### config.mk
export PLATFORM = sky130hd
export DESIGN_NAME = ebi_mailbox
export DESIGN_NICKNAME = d
export VERILOG_FILES = /design/src/rtl/ebi_mailbox.sv
export SDC_FILE = /design/constraint.sdc
export NUM_CORES = 1
export LEC_CHECK = 0
export CORE_MARGIN = 2
export CORE_UTILIZATION = 39
export CTS_CLUSTER_DIAMETER = 150
export DETAILED_ROUTE_END_ITERATION = 12
export PLACE_DENSITY = 0.61
export SETUP_SLACK_MARGIN = 0.4
export SLEW_MARGIN = 20
export SYNTH_ARGS = -nofsm -noshare
export SYNTH_HDL_FRONTEND = slang
export SYNTH_SLANG_ARGS = --single-unit
### constraint.sdc
create_clock -name clk_i -period 3.7 [get_ports clk_i]
set_input_delay 0.925 -clock clk_i [delete_from_list [all_inputs] [get_ports clk_i]]
set_output_delay 0.925 -clock clk_i [all_outputs]
set_load 0.02 [all_outputs]
### src/rtl/ebi_mailbox.sv
// EBI chip-select register/FIFO mailbox: down FIFO (CPU->fabric), up FIFO (fabric->CPU), active-low IRQ.
// Define EBI_MAILBOX_ERR_EN to build the sticky overflow/underflow bits and their interrupt enable.
module ebi_mailbox #(
   parameter int unsigned DEPTH_LOG2 = 4,
   parameter logic [15:0] ID_VALUE   = 16'h4D42
) (
   input  logic        clk_i,
   input  logic        reset_i,
   input  logic        wr_stb_i,
   input  logic        rd_stb_i,
   input  logic [2:0]  addr_i,
   input  logic [15:0] wdata_i,
   output logic [15:0] rdata_o,
   input  logic        fab_push_i,
   input  logic [15:0] fab_wdata_i,
   output logic        fab_full_o,
   input  logic        fab_pop_i,
   output logic [15:0] fab_rdata_o,
   output logic        fab_empty_o,
   output logic        irq_o
);

   localparam int unsigned DEPTH = 32'd1 << DEPTH_LOG2;
   localparam int unsigned LW    = DEPTH_LOG2 + 32'd1;
   localparam logic [LW-1:0]         LVL_FULL = LW'(DEPTH);
   localparam logic [LW-1:0]         LVL_ONE  = LW'(32'd1);
   localparam logic [LW-1:0]         LVL_ZERO = LW'(32'd0);
   localparam logic [DEPTH_LOG2-1:0] PTR_ONE  = DEPTH_LOG2'(32'd1);

   logic [15:0]           up_mem_q [DEPTH];
   logic [15:0]           dn_mem_q [DEPTH];
   logic [DEPTH_LOG2-1:0] up_wp_q, up_wp_d, up_rp_q, up_rp_d;
   logic [DEPTH_LOG2-1:0] dn_wp_q, dn_wp_d, dn_rp_q, dn_rp_d;
   logic [LW-1:0]         up_lvl_q, up_lvl_d, dn_lvl_q, dn_lvl_d;
   logic [15:0]           rdata_q, rdata_d, dn_head_q, dn_head_d, scratch_q, scratch_d;
   logic [15:0]           rd_val_s, status_s;
   logic [2:0]            en_q, en_d, sticky_s;
   logic                  irq_q, irq_d, full_q, full_d, empty_q, empty_d, en2_wr_s;
   logic                  up_empty_s, up_full_s, dn_empty_s, dn_full_s;
   logic                  up_pop_req_s, dn_push_req_s, up_pop_s, up_push_s, dn_pop_s, dn_push_s;

   assign up_empty_s    = (up_lvl_q == LVL_ZERO);
   assign up_full_s     = (up_lvl_q == LVL_FULL);
   assign dn_empty_s    = (dn_lvl_q == LVL_ZERO);
   assign dn_full_s     = (dn_lvl_q == LVL_FULL);
   assign up_pop_req_s  = rd_stb_i & (addr_i == 3'd0);
   assign dn_push_req_s = wr_stb_i & (addr_i == 3'd0);
   // A pop in the same cycle frees the slot, so a push into a full FIFO still lands.
   assign up_pop_s      = up_pop_req_s & ~up_empty_s;
   assign up_push_s     = fab_push_i & (~up_full_s | up_pop_s);
   assign dn_pop_s      = fab_pop_i & ~dn_empty_s;
   assign dn_push_s     = dn_push_req_s & (~dn_full_s | dn_pop_s);

`ifdef EBI_MAILBOX_ERR_EN
   logic [2:0] sticky_q, sticky_d, sticky_set_s, sticky_clr_s;

   // Sticky order: {up_unf, dn_ovf, up_ovf}, matching STATUS bits 6..4; set beats clear.
   assign sticky_set_s = {up_pop_req_s & up_empty_s, dn_push_req_s & ~dn_push_s, fab_push_i & ~up_push_s};
   assign sticky_clr_s = (wr_stb_i && (addr_i == 3'd1)) ? wdata_i[6:4] : 3'b000;
   assign sticky_d     = (sticky_q & ~sticky_clr_s) | sticky_set_s;
   assign sticky_s     = sticky_q;
   assign en2_wr_s     = wdata_i[2];

   always_ff @(posedge clk_i or negedge reset_i) begin
      if (!reset_i) begin
         sticky_q <= 3'b000;
      end else begin
         sticky_q <= sticky_d;
      end
   end
`else
   assign sticky_s = 3'b000;
   assign en2_wr_s = 1'b0;
`endif

   assign status_s = {8'(up_lvl_q), 1'b0, sticky_s, dn_full_s, dn_empty_s, up_full_s, up_empty_s};

   always_comb begin
      up_wp_d  = up_push_s ? up_wp_q + PTR_ONE : up_wp_q;
      up_rp_d  = up_pop_s  ? up_rp_q + PTR_ONE : up_rp_q;
      dn_wp_d  = dn_push_s ? dn_wp_q + PTR_ONE : dn_wp_q;
      dn_rp_d  = dn_pop_s  ? dn_rp_q + PTR_ONE : dn_rp_q;
      case ({up_push_s, up_pop_s})
         2'b10:   up_lvl_d = up_lvl_q + LVL_ONE;
         2'b01:   up_lvl_d = up_lvl_q - LVL_ONE;
         default: up_lvl_d = up_lvl_q;
      endcase
      case ({dn_push_s, dn_pop_s})
         2'b10:   dn_lvl_d = dn_lvl_q + LVL_ONE;
         2'b01:   dn_lvl_d = dn_lvl_q - LVL_ONE;
         default: dn_lvl_d = dn_lvl_q;
      endcase
      // Show-ahead head: when the word being written becomes the head, bypass the memory.
      if (dn_lvl_d != LVL_ZERO) begin
         if (dn_push_s && (dn_wp_q == dn_rp_d)) begin
            dn_head_d = wdata_i;
         end else begin
            dn_head_d = dn_mem_q[dn_rp_d];
         end
      end else begin
         dn_head_d = dn_head_q;
      end
      full_d  = (up_lvl_d == LVL_FULL);
      empty_d = (dn_lvl_d == LVL_ZERO);
   end

   always_comb begin
      case (addr_i)
         3'd0:    rd_val_s = up_empty_s ? 16'h0000 : up_mem_q[up_rp_q];
         3'd1:    rd_val_s = status_s;
         3'd2:    rd_val_s = {13'h0000, en_q};
         3'd3:    rd_val_s = scratch_q;
         3'd4:    rd_val_s = ID_VALUE;
         default: rd_val_s = 16'h0000;
      endcase
      rdata_d   = rd_stb_i ? rd_val_s : rdata_q;
      en_d      = (wr_stb_i && (addr_i == 3'd2)) ? {en2_wr_s, wdata_i[1:0]} : en_q;
      scratch_d = (wr_stb_i && (addr_i == 3'd3)) ? wdata_i : scratch_q;
      irq_d     = ~((en_q[0] & ~up_empty_s) | (en_q[1] & dn_empty_s) | (en_q[2] & (|sticky_s)));
   end

   // FIFO storage carries no reset; the pointers define what is valid.
   always_ff @(posedge clk_i) begin
      if (up_push_s) begin
         up_mem_q[up_wp_q] <= fab_wdata_i;
      end
      if (dn_push_s) begin
         dn_mem_q[dn_wp_q] <= wdata_i;
      end
   end

   always_ff @(posedge clk_i or negedge reset_i) begin
      if (!reset_i) begin
         up_wp_q   <= {DEPTH_LOG2{1'b0}};
         up_rp_q   <= {DEPTH_LOG2{1'b0}};
         dn_wp_q   <= {DEPTH_LOG2{1'b0}};
         dn_rp_q   <= {DEPTH_LOG2{1'b0}};
         up_lvl_q  <= LVL_ZERO;
         dn_lvl_q  <= LVL_ZERO;
         dn_head_q <= 16'h0000;
         rdata_q   <= 16'h0000;
         scratch_q <= 16'h0000;
         en_q      <= 3'b000;
         irq_q     <= 1'b1;
         full_q    <= 1'b0;
         empty_q   <= 1'b1;
      end else begin
         up_wp_q   <= up_wp_d;
         up_rp_q   <= up_rp_d;
         dn_wp_q   <= dn_wp_d;
         dn_rp_q   <= dn_rp_d;
         up_lvl_q  <= up_lvl_d;
         dn_lvl_q  <= dn_lvl_d;
         dn_head_q <= dn_head_d;
         rdata_q   <= rdata_d;
         scratch_q <= scratch_d;
         en_q      <= en_d;
         irq_q     <= irq_d;
         full_q    <= full_d;
         empty_q   <= empty_d;
      end
   end

   assign rdata_o     = rdata_q;
   assign fab_rdata_o = dn_head_q;
   assign fab_full_o  = full_q;
   assign fab_empty_o = empty_q;
   assign irq_o       = irq_q;

endmodule
; ---- Word level (Yosys, flattened, before mapping)
; Memories as Yosys holds them, arrays and structs flattened. A register that Yosys moved wholly into a read port is not among the register bits.
; Index checks and enable logic that the tools add are counted.
[totals]
reg_bits = 63
ram_bits = 512
out_inout_bits = 35
word_cells = 66
memories = 2
[op_classes]
addsub = 8
n_eq_ne = 11
muxes = 9
bitwise = 16
reduce_logical = 8
[mem_list]
columns = name, depth, word_bits, rd, rd_ports_with_merged_regs, write_ports, line_no
row1 = dn_mem_q, 16, 16, 1, 1, 1, 31  ; logic [15:0] dn_mem_q [DEPTH];
row2 = up_mem_q, 16, 16, 1, 0, 1, 30  ; logic [15:0] up_mem_q [DEPTH];
[op_table]
columns = op, n
row1 = $pmux W16 S5, 1
row2 = $pmux W5 S2, 2
row3 = $add A4 B1 Y4 const B, 4
row4 = $mux W16, 1
row5 = $eq A5 B5 Y1 const B, 3
row6 = $logic_not A5 Y1, 3
row7 = $add A5 B1 Y5 const B, 2
row8 = $sub A5 B1 Y5 const B, 2
row9 = $and A1 B1 Y1, 8
row10 = $eq A3 B2 Y1 const B, 2
row11 = $not A1 Y1, 5
row12 = $reduce_bool A5 Y1, 1
row13 = $eq A2 B1 Y1 const B, 2
row14 = $eq A2 B2 Y1 const B, 2
row15 = $mux W1, 4
row16 = $mux W4, 1
row17 = $eq A3 B1 Y1 const B, 1
row18 = $eq A3 B3 Y1 const B, 1
row19 = $logic_not A3 Y1, 1
row20 = $or A1 B1 Y1, 3
row21 = $logic_and A1 B1 Y1, 2
row22 = $logic_not A1 Y1, 1

; ---- Depth between registers and ports, before layout
; Gate-level depths: netlist of the first run.
[logic_depth]
word_depth = 8
mapped_depth = 20
ltp_nobuf = 16

; ---- Worst setup path before layout of the first run
; OpenSTA, ideal clock, no wires.
[synth_timing]
kind = input port to flip-flop
startpoint = in addr_i[1]
endpoint = reg full_q (netlist: fab_full_o)
setup_ns = 0.066
t_arrival_ns = 4.223
required_time_ns = 3.634
setup_slack_ns = -0.589
stages = 18
path_buffers = 4
cell_sequence = clkbuf_1 -> nor4_1 -> and2_1 -> clkbuf_1 -> o21a_1 -> buf_2 -> inv_1 -> ha_1 -> clkbuf_1 -> xor2_1 -> ha_1 -> nor3b_1 -> a21oi_1 -> o22ai_1 -> nand2b_1 -> a21oi_1 -> xor2_1 -> and3b_1
[synth_via]
elab_chain_len = 8
word_cells_on_any_way = 9
cone_classes = eq/ne (3) / mux (1) / bitwise (4) / reduce/logical (1)
[synth_lines]
columns = element, line_no
row1 = from (decl), 11  ; input logic [2:0] addr_i,
row2 = $logic_not A3 Y1 *, 46  ; assign up_pop_req_s = rd_stb_i & (addr_i == 3'd0);
row3 = $and A1 B1 Y1 *, 46
row4 = $and A1 B1 Y1 *, 49  ; assign up_pop_s = up_pop_req_s & ~up_empty_s;
row5 = net up_pop_s, 40  ; logic up_pop_req_s, dn_push_req_s, up_pop_s, up_push_s, dn_pop_s, dn_push_s;
row6 = $or A1 B1 Y1, 50  ; assign up_push_s = fab_push_i & (~up_full_s | up_pop_s);
row7 = $and A1 B1 Y1, 50
row8 = $eq A2 B1 Y1 / $eq A2 B2 Y1 (equally long branches), 83  ; case ({up_push_s, up_pop_s})
row9 = $pmux W5 S2 *, 83
row10 = net up_lvl_d[4], 34  ; logic [LW-1:0] up_lvl_q, up_lvl_d, dn_lvl_q, dn_lvl_d;
row11 = $eq A5 B5 Y1 *, 103  ; full_d = (up_lvl_d == LVL_FULL);
row12 = net full_d, 38  ; logic irq_q, irq_d, full_q, full_d, empty_q, empty_d, en2_wr_s;
row13 = to (signal assigned), 159  ; full_q <= full_d;
row14 = to (decl), 38
; Mark *: on every way through the listed nets, which the timed path passes. The rest lies on a longest branch.
; A chain may end at the register's enable or synchronous reset.

; ---- Worst setup path in the final report of the first run
[layout_timing]
startpoint = reg dn_lvl_q[1]
endpoint = reg dn_head_q[7] (netlist: fab_rdata_o[7]) (read register of dn_mem_q)
[layout_via]
elab_chain_len = 8
word_cells_on_any_way = 14
cone_classes = add/sub (2) / eq/ne (3) / mux (2) / bitwise (5) / reduce/logical (2)
[layout_lines]
columns = element, line_no
row1 = from (decl), 34
row2 = from (signal assigned), 153  ; dn_lvl_q <= dn_lvl_d;
row3 = $logic_not A5 Y1, 44  ; assign dn_empty_s = (dn_lvl_q == LVL_ZERO);
row4 = $not A1 Y1, 51  ; assign dn_pop_s = fab_pop_i & ~dn_empty_s;
row5 = $and A1 B1 Y1, 51
row6 = $or A1 B1 Y1, 52  ; assign dn_push_s = dn_push_req_s & (~dn_full_s | dn_pop_s);
row7 = $and A1 B1 Y1, 52
row8 = $eq A2 B1 Y1 / $eq A2 B2 Y1 (equally long branches), 88  ; case ({dn_push_s, dn_pop_s})
row9 = $pmux W5 S2, 88
row10 = $reduce_bool A5 Y1, 94  ; if (dn_lvl_d != LVL_ZERO) begin
row11 = to (decl), 35  ; logic [15:0] rdata_q, rdata_d, dn_head_q, dn_head_d, scratch_q, scratch_d;
; Several ways; a longest one is shown, not always the timed one.

==> results of run 1 <==
-- synth_stat cells (3+ instances only) --
cell type  number
edfxtp_1      512
a221oi_1      163
clkbuf_1       91
mux4_2         80
dfrtp_1        77
nor2_1         68
o21ai_0        40
nand2_1        38
o22ai_1        32
inv_1          31
mux2_2         30
a21o_1         21
a31oi_1        19
a21oi_1        18
ha_1           16
nand4b_1       16
a221o_1        15
o2bb2ai_1      15
xnor2_1        15
a22oi_1        12
buf_1          11
xor2_1         11
nor3_1         10
nand2b_1        9
nor2b_1         9
buf_2           8
mux2i_1         5
nand4_1         5
nor3b_1         5
and2_1          4
nand3_1         4
nand3b_1        4
nor4_1          4
a21boi_0        3
o31ai_1         3
-- what timing repair did --
item	4_1_cts	5_1_grt
buffers inserted	16	2
pin swaps	7	5
endpoints found under the setup margin	17	18
resized for setup	14	29
gates cloned	1	2
-- logic make-up after synthesis --
logic type / after synthesis / share of synthesized area [%]
simple gates: 185 / 3.90
xor+xnor: 26 / 0.939
flops: 591 / 71.5
mux: 115 / 9.03
buf+inv: 145 / 2.37
fa+ha+maj: 16 / 0.825
compound gates: 357 / 11.4
-- critical path: cells and delay by family, from the launching register on --
family,cells,cell delay [ns]
buf+inv,3,0.42
fa+ha+maj,2,0.40
compound gates,4,0.45
simple gates,4,1.18
flops,1,0.44
xor+xnor,2,0.28
-- flip-flops by register name, indices dropped and copies added, names as in the netlist, 4 cells and up --
name,flops
dn_lvl_q,5
dn_mem_q,256
dn_rp_q,4
dn_wp_q,4
fab_rdata_o,16
rdata_o,16
scratch_q,16
up_lvl_q,5
up_mem_q,256
up_rp_q,4
up_wp_q,4
-- how the worst min path moves through the flow --
stage / slack, ns / end / depth (start not counted)
floorplan: 0.41 / irq_o$_DFF_PN1_ / 1
global placement: 0.49 / irq_o$_DFF_PN1_ / 1
detailed placement: 0.48 / irq_o$_DFF_PN1_ / 1
CTS: 0.43 / fab_rdata_o[13]$_DFFE_PN0P_ / 1
global route: 0.48 / fab_rdata_o[13]$_DFFE_PN0P_ / 1
finish: 0.42 / fab_rdata_o[4]$_DFFE_PN0P_ / 1
-- cell type report --
type,count,area (µm²),share of cell area (%)
clock buffer,91,1750,5.97
antenna,2,5.00,0.0171
clock inverter,24,255,0.870
timing repair buffer,214,2100,7.14
multi-input combinational,699,6700,22.8
tap,837,1050,3.57
inverter,32,123,0.418
sequential,591,17400,59.2
-- power groups by stage --
| stage | combinational [mW] | clock, mW | sequential [mW] |
|---|---|---|---|
| final | 7.44 | 6.12 | 8.60 |
| after global routing | 8.00 | 6.47 | 8.68 |
| after CTS | 7.36 | 6.22 | 8.57 |
| after detailed placement | 7.20 | 0 | 8.71 |
| after global placement | 7.09 | 0 | 8.68 |
| after floorplan | 4.76 | 0 | 8.40 |
-- metal layers --
layer / share of wire [%] / GRT usage, % / up-vias / wire length, µm
met5: 0.020 / 0 / - / 13
met4: 3.6 / 7.08 / 2 / 2280
met1: 42 / 26.5 / 7494 / 26500
met3: 6.4 / 3.44 / 134 / 4070
li1: - / - / 6298 / -
met2: 48 / 32.6 / 514 / 30500
-- cell usage in the layout, fill, tap and decap left out, types with 7 or more instances in the layout --
master           instances
a221o_1                 15
buf_12                  20
nor2b_1                  7
mux4_2                  80
buf_4                  116
a21oi_1                 16
clkbuf_1                20
nand2_1                 38
clkinv_2                10
edfxtp_1               512
dfrtp_1                 71
a221oi_1               163
clkdlybuf4s50_1         70
a22oi_1                 12
a21o_1                  20
o21ai_0                 40
o2bb2ai_1               15
xor2_1                  11
nand4b_1                16
clkbuf_16               64
nor2_2                  31
clkbuf_8                 9
nand2b_1                 9
nor2_1                  31
a31oi_1                 15
xnor2_1                 14
o22ai_1                 32
ha_1                    12
inv_1                   28
mux2_2                  30
==> impl_results.md, run 1 <==
* Max-cap viol count at 0
* Final WL at 63.4 mm
* Cell area after layout at 29,300 µm²
* Total number of vias at 14,400
* Startpoint types: register
* TritonCTS Buffers at 61
* EDFF count, synth at 512
* DR WL/cell at 25.5 µm
* Status: completed
* Grt ovf at 0
* Layout Skew at 0.0330 ns
* Worst Setup End Kind: register
* Worst skew pair latency at 0.64 ns
* Total core area at 61,600 µm²
* CP required at 4.22 ns
* Minimum clock period at about 3.3 ns
* Worst-path cell chain: or4_4 -> o21ai_4 -> inv_4 -> ha_4 -> xor2_1 -> ha_2 -> a21oi_2 -> or3b_4 -> a31oi_4 -> xnor2_2 -> nand4_1 -> buf_6 -> clkbuf_16 -> nor2_1 -> a31oi_1
* Crit path largest cell delay at 0.57 ns
* Hold Vio Cnt, Final at 0
* Crit path arrival time at 3.80 ns
* Max Clock Freq at 305 MHz
* Pwr/cell area at 755 nW/µm²
* Crit-path max FO at 8
* Fin util at 47.6%
* Vias per cell at 5.80
* Worst-Margin Slew at 0.976 ns
* Setup CP Type: register to register
* TritonRoute pass-1 iters at 5
* Die Width at 253 µm
* Combinational share of power at 33.6%
* Port buffer count at 75
* RSZ-0062 raised after global routing: yes
* Rows at about 90
* Final std cells w/o fill at 2,490
* Crit. Startpoint: dn_lvl_q[1]$_DFF_PN0_
* DIE AREA at approximately 64,000 µm²
* Seq/Total Area, Yosys at 71.5%
* Post-synth top area cell: edfxtp_1
* Synthesized net count at 1,492
* Synthesized flop and latch total at 591
* Flop2flop setup slack at 0.42 ns
* Vias in the first global route at around 15,000
* Share of cells above drive strength 1 at 25.9%
* Clk slew on worst S/H paths at about 0.06 ns
* Design Power at 22.2 mW
* Share of the synthesized area in the top cell type at 63.4%
* Worst reg2reg endpoint: fab_rdata_o[7]$_DFFE_PN0P_
* VDD IR-drop max at 0.432 mV
* Clock power frac at 27.6%
* Critical path endpoint: fab_rdata_o[7]$_DFFE_PN0P_
* CTS hold repair buffers at 0
* Worst reg2reg path depth at 15
* Placed cell count at approximately 2,400
* Setup ws final at 0.418 ns
* Fin crit share at 88.7%
* P_sw at 7.32 mW
* Post-synth top flop: edfxtp_1
* Synth Warn # at 0
* Sw frac at 33.0%
* HP Class: input port to async pin
* Area grow syn2layout at 21.0%
* TritonCTS clock tree: yes
* Fin nets at 1,656
* Mapped Cells at about 1,400
* Dpl ws at -0.486 ns
* # clock sinks at approximately 600
* CP max-delay cell: or4_4
* Syn avg cell area at 16.9 µm²
* Starting Density at 39.4%
* Synth Cell Area at 24,300 µm²
* Max_slew headroom at a little over a third
* First-pass GRT wire length at approximately 95 mm
* Leakage at slightly below 10 nW
* DPL Wire Length at 38.7 mm
* DR iter-0 viols at 1,235
* H-tree levels at 2
* P_int at 14.8 mW
* I/O pin total at 76
* Seq pwr share at 38.8%
* DRC at 0
* Die Ht at 253 µm
* Top cells by area, synth: edfxtp_1, dfrtp_1, mux4_2
* Fillers at 5,160
* Asr flop ratio synth at 13.4%
* Endpoints failing setup at 0
* Initial antenna violation count at 4
* Antenna Nets Post-Route at 0
* CTS root buf: clkbuf_16
* Gr usage total at about a fifth
* Final hold slack at 0.420 ns
* Slew Viols, Final at 0
* Reg2Reg Launch Point: dn_lvl_q[1]$_DFF_PN0_
* GPL Wtd Cong at 0.799
* Largest net degree at the start of global routing at 69
* Synth cell types at 56
* Setup TNS at 0 ns
* Area post-placement at 27,000 µm²
* Max clock buf depth at 3
No activity file was read; power rests on OpenSTA's default activity.
==> inputs of run 2 (changes only) <==
--- a/config.mk
+++ b/config.mk
@@ -11,6 +11,8 @@
 export DETAILED_ROUTE_END_ITERATION = 12
 export PLACE_DENSITY = 0.61
 export SETUP_SLACK_MARGIN = 0.4
+export SKIP_CTS_REPAIR_TIMING = 1
+export SKIP_LAST_GASP = 1
 export SLEW_MARGIN = 20
 export SYNTH_ARGS = -nofsm -noshare
 export SYNTH_HDL_FRONTEND = slang
==> impl_results.md, run 2 (synthesis gave the netlist of run 1 again) <==
* DRC at 0 (unchanged)
* TritonCTS clock tree: yes
* Startpoint types: register
* Vias per cell at 5.82 (+0.32%)
* TritonCTS Buffers at 61 (unchanged)
* Die Width at 253 µm (unchanged)
* Worst reg2reg path depth at 16 (+1)
* Critical path endpoint: fab_rdata_o[11]$_DFFE_PN0P_
* Die Ht at 253 µm (unchanged)
* Crit-path max FO at 8 (unchanged)
* I/O pin total at 76 (unchanged)
* Largest net degree at the start of global routing at 69 (unchanged)
* CTS root buf: clkbuf_16
* Setup TNS at 0 ns (unchanged)
* Slew Viols, Final at 0 (unchanged)
* Status: completed
* Reg2Reg Launch Point: dn_lvl_q[3]$_DFF_PN0_
* Storage element area at 17,400 µm² (unchanged)
* RSZ-0062 raised after global routing: yes
* Setup CP Type: register to register
* Sw frac at 33.0% (about the same)
* Starting Density at 39.4% (unchanged)
* Max-cap viol count at 0 (unchanged)
* HP Class: input port to async pin
* Max Clock Freq at 306 MHz (+0.37%)
* Total number of vias at 14,400 (unchanged)
* Endpoints failing setup at 0 (unchanged)
* Largest regs: dn_mem_q (256), up_mem_q (256)
* Area grow syn2layout at 20.5%
* Combinational share of power at 33.6% (about the same)
* Dpl ws at -0.486 ns (unchanged)
* P_sw at 7.31 mW (-0.15%)
* VDD IR-drop max at 0.432 mV (about the same)
* # clock sinks at 591 (unchanged)
* Fillers at 5,169 (+0.17%)
* Rows at 91 (unchanged)
* Minimum clock period at 3.27 ns (-0.0121 ns)
* Fin crit share at 88.4% (-0.33 points)
* Grt ovf at 0 (unchanged)
* Seq pwr share at 38.8% (about the same)
* Fin util at 47.5% (-0.17 points)
* First-pass GRT wire length at 93.6 mm (-1.1%)
* DIE AREA at 64,200 µm² (unchanged)
* Pwr/cell area at 758 nW/µm² (+0.30%)
* Max_slew headroom at 34.3% (-0.70 points)
* H-tree levels at 2 (unchanged)
* TritonRoute pass-1 iters at 5 (unchanged)
* Clk slew on worst S/H paths at 0.06 ns (about the same)
* Flop2flop setup slack at 0.43 ns (about the same)
* Worst-Margin Slew at 0.986 ns (+0.0104 ns)
* Worst Setup End Kind: register
* Antenna Nets Post-Route at 0 (unchanged)
* Crit. Startpoint: dn_lvl_q[3]$_DFF_PN0_
* CP required at 4.22 ns (about the same)
* Crit path largest cell delay at 0.57 ns (about the same)
* Fin nets at 1,649 (-0.42%)
* P_int at 14.8 mW (about the same)
* Design Power at 22.1 mW (about the same)
* Delay-heaviest family, CP: simple AND/OR/NAND/NOR gates
* DPL Wire Length at 38.7 mm (unchanged)
* Multi-input gate area at 6660 µm² (-0.71%)
* Max clock buf depth at 3 (unchanged)
* Share of cells above drive strength 1 at 24.8% (-1.0 points)
* Leakage at 9.59 nW (-0.14%)
* Port buffer count at 75 (unchanged)
* Gr usage total at 19.6% (-0.23 points)
* Total core area at 61,600 µm² (unchanged)
* Vias in the first global route at 14,800 (-1.1%)
* Worst skew pair latency at 0.64 ns (about the same)
* GPL Wtd Cong at 0.799 (unchanged)
* Hold Vio Cnt, Final at 0 (unchanged)
* Crit path arrival time at 3.78 ns (-0.02 ns)
* Number of cells on the critical path at 16 (+1)
* Final hold slack at 0.418 ns (-0.00223 ns)
* DR iter-0 viols at 1,250 (+1.2%)
* Final WL at 63.4 mm (about the same)
* Worst reg2reg endpoint: fab_rdata_o[11]$_DFFE_PN0P_
* Layout Skew at 0.0338 ns (+0.000822 ns)
* CP max-delay cell: or4_4
* Clock power frac at 27.6% (about the same)
* Initial antenna violation count at 4 (unchanged)
* DR WL/cell at 25.5 µm (+0.24%)
* Most common cell after layout, fill and taps aside: edfxtp_1
* Setup ws final at 0.430 ns (+0.0121 ns)
* Worst-path cell chain: or4_4 -> o21ai_4 -> inv_4 -> ha_4 -> xor2_2 -> ha_2 -> buf_4 -> nor4_4 -> a22oi_2 -> a31oi_4 -> xnor2_2 -> nand4_1 -> buf_6 -> clkbuf_16 -> nor2_1 -> a31oi_1
* Most frequent cells in the layout: edfxtp_1, a221oi_1, buf_4
* Bufs and invs on worst path at 4 (+1)
[run 2: changes by cell type in the layout (fill, tap and decap cells not counted), moves of 2 or more]
| cell | previous run | this run |
|---|---|---|
| nor2_1 | 31 | 42 |
| buf_4 | 116 | 109 |
| nor2_2 | 31 | 25 |
| nor2_4 | 6 | 1 |
| dlygate4sd2_1 | 4 | 0 |
| dlymetal6s2s_1 | 0 | 4 |
| a31oi_1 | 15 | 17 |
| a31oi_2 | 3 | 1 |
[run 2: worst min path at each step]
stage	endpoint	startpoint	cells past startpoint
4_1_cts	fab_rdata_o[13]$_DFFE_PN0P_	reset_i	1
5_1_grt	fab_rdata_o[14]$_DFFE_PN0P_	reset_i	1
6_report	fab_rdata_o[14]$_DFFE_PN0P_	reset_i	1
2_1_floorplan	irq_o$_DFF_PN1_	en_q[0]$_DFFE_PN0P_	1
3_5_place_dp	irq_o$_DFF_PN1_	en_q[0]$_DFFE_PN0P_	1
3_3_place_gp	irq_o$_DFF_PN1_	en_q[0]$_DFFE_PN0P_	1
[run 2: per-layer routing]
metal / track usage [%] / share of wire [%] / up-vias
met5: 0 / 0.021 / -
met4: 6.75 / 3.3 / 2
met3: 3.44 / 6.2 / 118
met2: 32.2 / 49 / 489
met1: 26.3 / 42 / 7548
li1: - / - / 6285
[run 2: metrics by stage]
stage               area [µm²]  cells
floorplan                24400   1435
finish                   29200   2482
global route             29200   2481
global placement         27000   2352
CTS                      29000   2467
detailed placement       27000   2352
[run 2: layout make-up]
class                      instances  share of cell area, %
antenna                            1                0.00856
clock buffer                      91                   5.99
clock inverter                    24                  0.873
inverter                          32                  0.419
multi-input combinational        699                   22.8
sequential                       591                   59.4
tap                              837                   3.58
timing repair buffer             207                   6.98
[run 2: power by group through the flow]
stage | combinational (mW) | clock, mW | sequential (mW)
2_1_floorplan | 4.76 | 0 | 8.40
3_3_place_gp | 7.09 | 0 | 8.68
3_5_place_dp | 7.20 | 0 | 8.71
4_1_cts | 7.23 | 6.22 | 8.58
5_1_grt | 7.99 | 6.47 | 8.67
6_report | 7.44 | 6.12 | 8.59
==> inputs of run 3 (changes only) <==
--- a/config.mk
+++ b/config.mk
@@ -5,6 +5,7 @@
 export SDC_FILE = /design/constraint.sdc
 export NUM_CORES = 1
 export LEC_CHECK = 0
+export CAP_MARGIN = 30
 export CORE_MARGIN = 2
 export CORE_UTILIZATION = 39
 export CTS_CLUSTER_DIAMETER = 150
==> impl_results.md, run 3 (synthesis gave the netlist of run 1 again) <==
* Share of cells above drive strength 1 at 24.9% (+0.046 points)
* Worst skew pair latency at 0.64 ns (about the same)
* Clk slew on worst S/H paths at 0.06 ns (about the same)
* Final WL at 63.2 mm (-0.31%)
* DR iter-0 viols at 1,201 (-3.9%)
* Worst-path cell chain: or4_4 -> o21ai_4 -> inv_4 -> ha_4 -> xor2_2 -> ha_2 -> buf_4 -> nor4_4 -> a22oi_2 -> a31oi_4 -> xnor2_2 -> nand4_1 -> buf_6 -> clkbuf_16 -> nor2_1 -> a31oi_1
* Port buffer count at 75 (unchanged)
* # clock sinks at 591 (unchanged)
* Layout Skew at 0.0323 ns (-0.00152 ns)
* Rows at 91 (unchanged)
* Leakage at 9.60 nW (+0.13%)
* Gr usage total at 19.6% (unchanged)
* Starting Density at 39.4% (unchanged)
* CP max-delay cell: or4_4
* GR Util met3 at 3.44% (unchanged)
* DR WL/cell at 25.4 µm (-0.39%)
* Largest net degree at the start of global routing at 69 (unchanged)
* Fin crit share at 88.6% (+0.23 points)
* TritonCTS Buffers at 61 (unchanged)
* Endpoints failing setup at 0 (unchanged)
* I/O pin total at 76 (unchanged)
* VDD IR-drop max at 0.432 mV (about the same)
* Number of cells on the critical path at 16 (unchanged)
* Delay-heaviest family, CP: simple AND/OR/NAND/NOR gates
* Worst-Margin Slew at 0.940 ns (-0.0462 ns)
* Setup CP Type: register to register
* Crit-path max FO at 8 (unchanged)
* Cell area after layout at 29,300 µm² (+0.10%)
* Startpoint types: register
* Vias in the first global route at 14,800 (unchanged)
* Initial antenna violation count at 4 (unchanged)
* Busiest grt layer: met2
* Flop2flop setup slack at 0.42 ns (about the same)
* Setup TNS at 0 ns (unchanged)
* H-tree levels at 2 (unchanged)
* CTS root buf: clkbuf_16
* First-pass GRT wire length at 93.6 mm (unchanged)
* TritonRoute pass-1 iters at 6 (+1)
* Area post-placement at 27,000 µm² (unchanged)
* Critical path endpoint: fab_rdata_o[11]$_DFFE_PN0P_
* DRC at 0 (unchanged)
* Fin util at 47.5% (+0.049 points)
* GPL Wtd Cong at 0.799 (unchanged)
* Worst reg2reg endpoint: fab_rdata_o[11]$_DFFE_PN0P_
* HP Class: input port to async pin
* Largest regs: dn_mem_q (256), up_mem_q (256)
* CP required at 4.21 ns (about the same)
* Max-cap viol count at 0 (unchanged)
* Die Ht at 253 µm (unchanged)
* Die Width at 253 µm (unchanged)
* Worst Setup End Kind: register
* TritonCTS clock tree: yes
* Final hold slack at 0.175 ns (-0.243 ns)
* Crit path largest cell delay at 0.57 ns (about the same)
* RSZ-0062 raised after global routing: yes
* DIE AREA at 64,200 µm² (unchanged)
* Most common cell after layout, fill and taps aside: edfxtp_1
* Worst reg2reg path depth at 16 (unchanged)
* Vias per cell at 5.82 (about the same)
* DPL Wire Length at 38.7 mm (unchanged)
* Status: completed
* Reg2Reg Launch Point: dn_lvl_q[3]$_DFF_PN0_
* Slew Viols, Final at 0 (unchanged)
* Pwr/cell area at 756 nW/µm² (-0.16%)
* Max clock buf depth at 3 (unchanged)
* Crit path arrival time at 3.79 ns (about the same)
* Grt ovf at 0 (unchanged)
* Fin nets at 1,650 (+0.061%)
* Area grow syn2layout at 20.7%
* Antenna Nets Post-Route at 0 (unchanged)
* GR Layer Usage met1 at 26.3% (unchanged)
* Minimum clock period at 3.28 ns (+0.00849 ns)
* Hold Vio Cnt, Final at 0 (unchanged)
* Bufs and invs on worst path at 4 (unchanged)
* Max_slew headroom at 37.2% (+2.9 points)
* Most frequent cells in the layout: edfxtp_1, a221oi_1, buf_4
* Total core area at 61,600 µm² (unchanged)
* Global routing usage on met2 at 32.2% (unchanged)
* Crit. Startpoint: dn_lvl_q[3]$_DFF_PN0_
* Total number of vias at 14,500 (+0.16%)
* Max Clock Freq at 305 MHz (-0.26%)
-- run 3: changes by cell type in the layout (fill, tap and decap cells not counted) --
| cell | delta |
|---|---|
| buf_16 | +1 |
| diode_2 | +1 |
-- run 3: layout make-up --
type / count / area [µm²]
clock inverters: 24 / 255
well taps: 837 / 1050
multi-input cells: 699 / 6660
inverters: 32 / 123
diodes: 2 / 5.00
fillers: 5168 / 32300
clock buffers: 91 / 1750
flip-flops and latches: 591 / 17400
repair buffers: 208 / 2070
-- run 3: worst min-delay path by stage --
stage / slack, ns / cells after the start / end / from
2_1_floorplan: 0.41 / 1 / irq_o$_DFF_PN1_ / en_q[0]$_DFFE_PN0P_
3_3_place_gp: 0.49 / 1 / irq_o$_DFF_PN1_ / en_q[0]$_DFFE_PN0P_
3_5_place_dp: 0.48 / 1 / irq_o$_DFF_PN1_ / en_q[0]$_DFFE_PN0P_
4_1_cts: 0.43 / 1 / fab_rdata_o[13]$_DFFE_PN0P_ / reset_i
5_1_grt: 0.16 / 1 / fab_rdata_o[14]$_DFFE_PN0P_ / reset_i
6_report: 0.18 / 1 / fab_rdata_o[14]$_DFFE_PN0P_ / reset_i
-- run 3: per-stage QoR --
step / instances / power (mW) / setup WS, ns
after floorplan: 1435 / 13.2 / -0.0287
after global placement: 2352 / 15.8 / -0.430
after detailed placement: 2352 / 15.9 / -0.486
after CTS: 2467 / 22.0 / 0.162
after global routing: 2482 / 23.1 / 0.303
final: 2484 / 22.1 / 0.422
-- run 3: routing by layer --
metal / part of all wire (%) / vias to the layer above
met5: 0.021 / -
met4: 3.4 / 2
met3: 6.6 / 128
met2: 48 / 524
met1: 42 / 7524
li1: - / 6287
-- run 3: power breakdown --
group	switching [mW]	internal [mW]
clock	2.56	3.55
sequential	0.679	7.91
combinational	4.06	3.38
-- run 3: worst reg2reg max path, cell delays in order (launching register included) --
cell and delay (ns):
dfrtp_2 0.46, or4_4 0.58, o21ai_4 0.19, inv_4 0.05
ha_4 0.16, xor2_2 0.14, ha_2 0.18, buf_4 0.15
nor4_4 0.15, a22oi_2 0.11, a31oi_4 0.22, xnor2_2 0.13
nand4_1 0.14, buf_6 0.18, clkbuf_16 0.18, nor2_1 0.10
a31oi_1 0.05
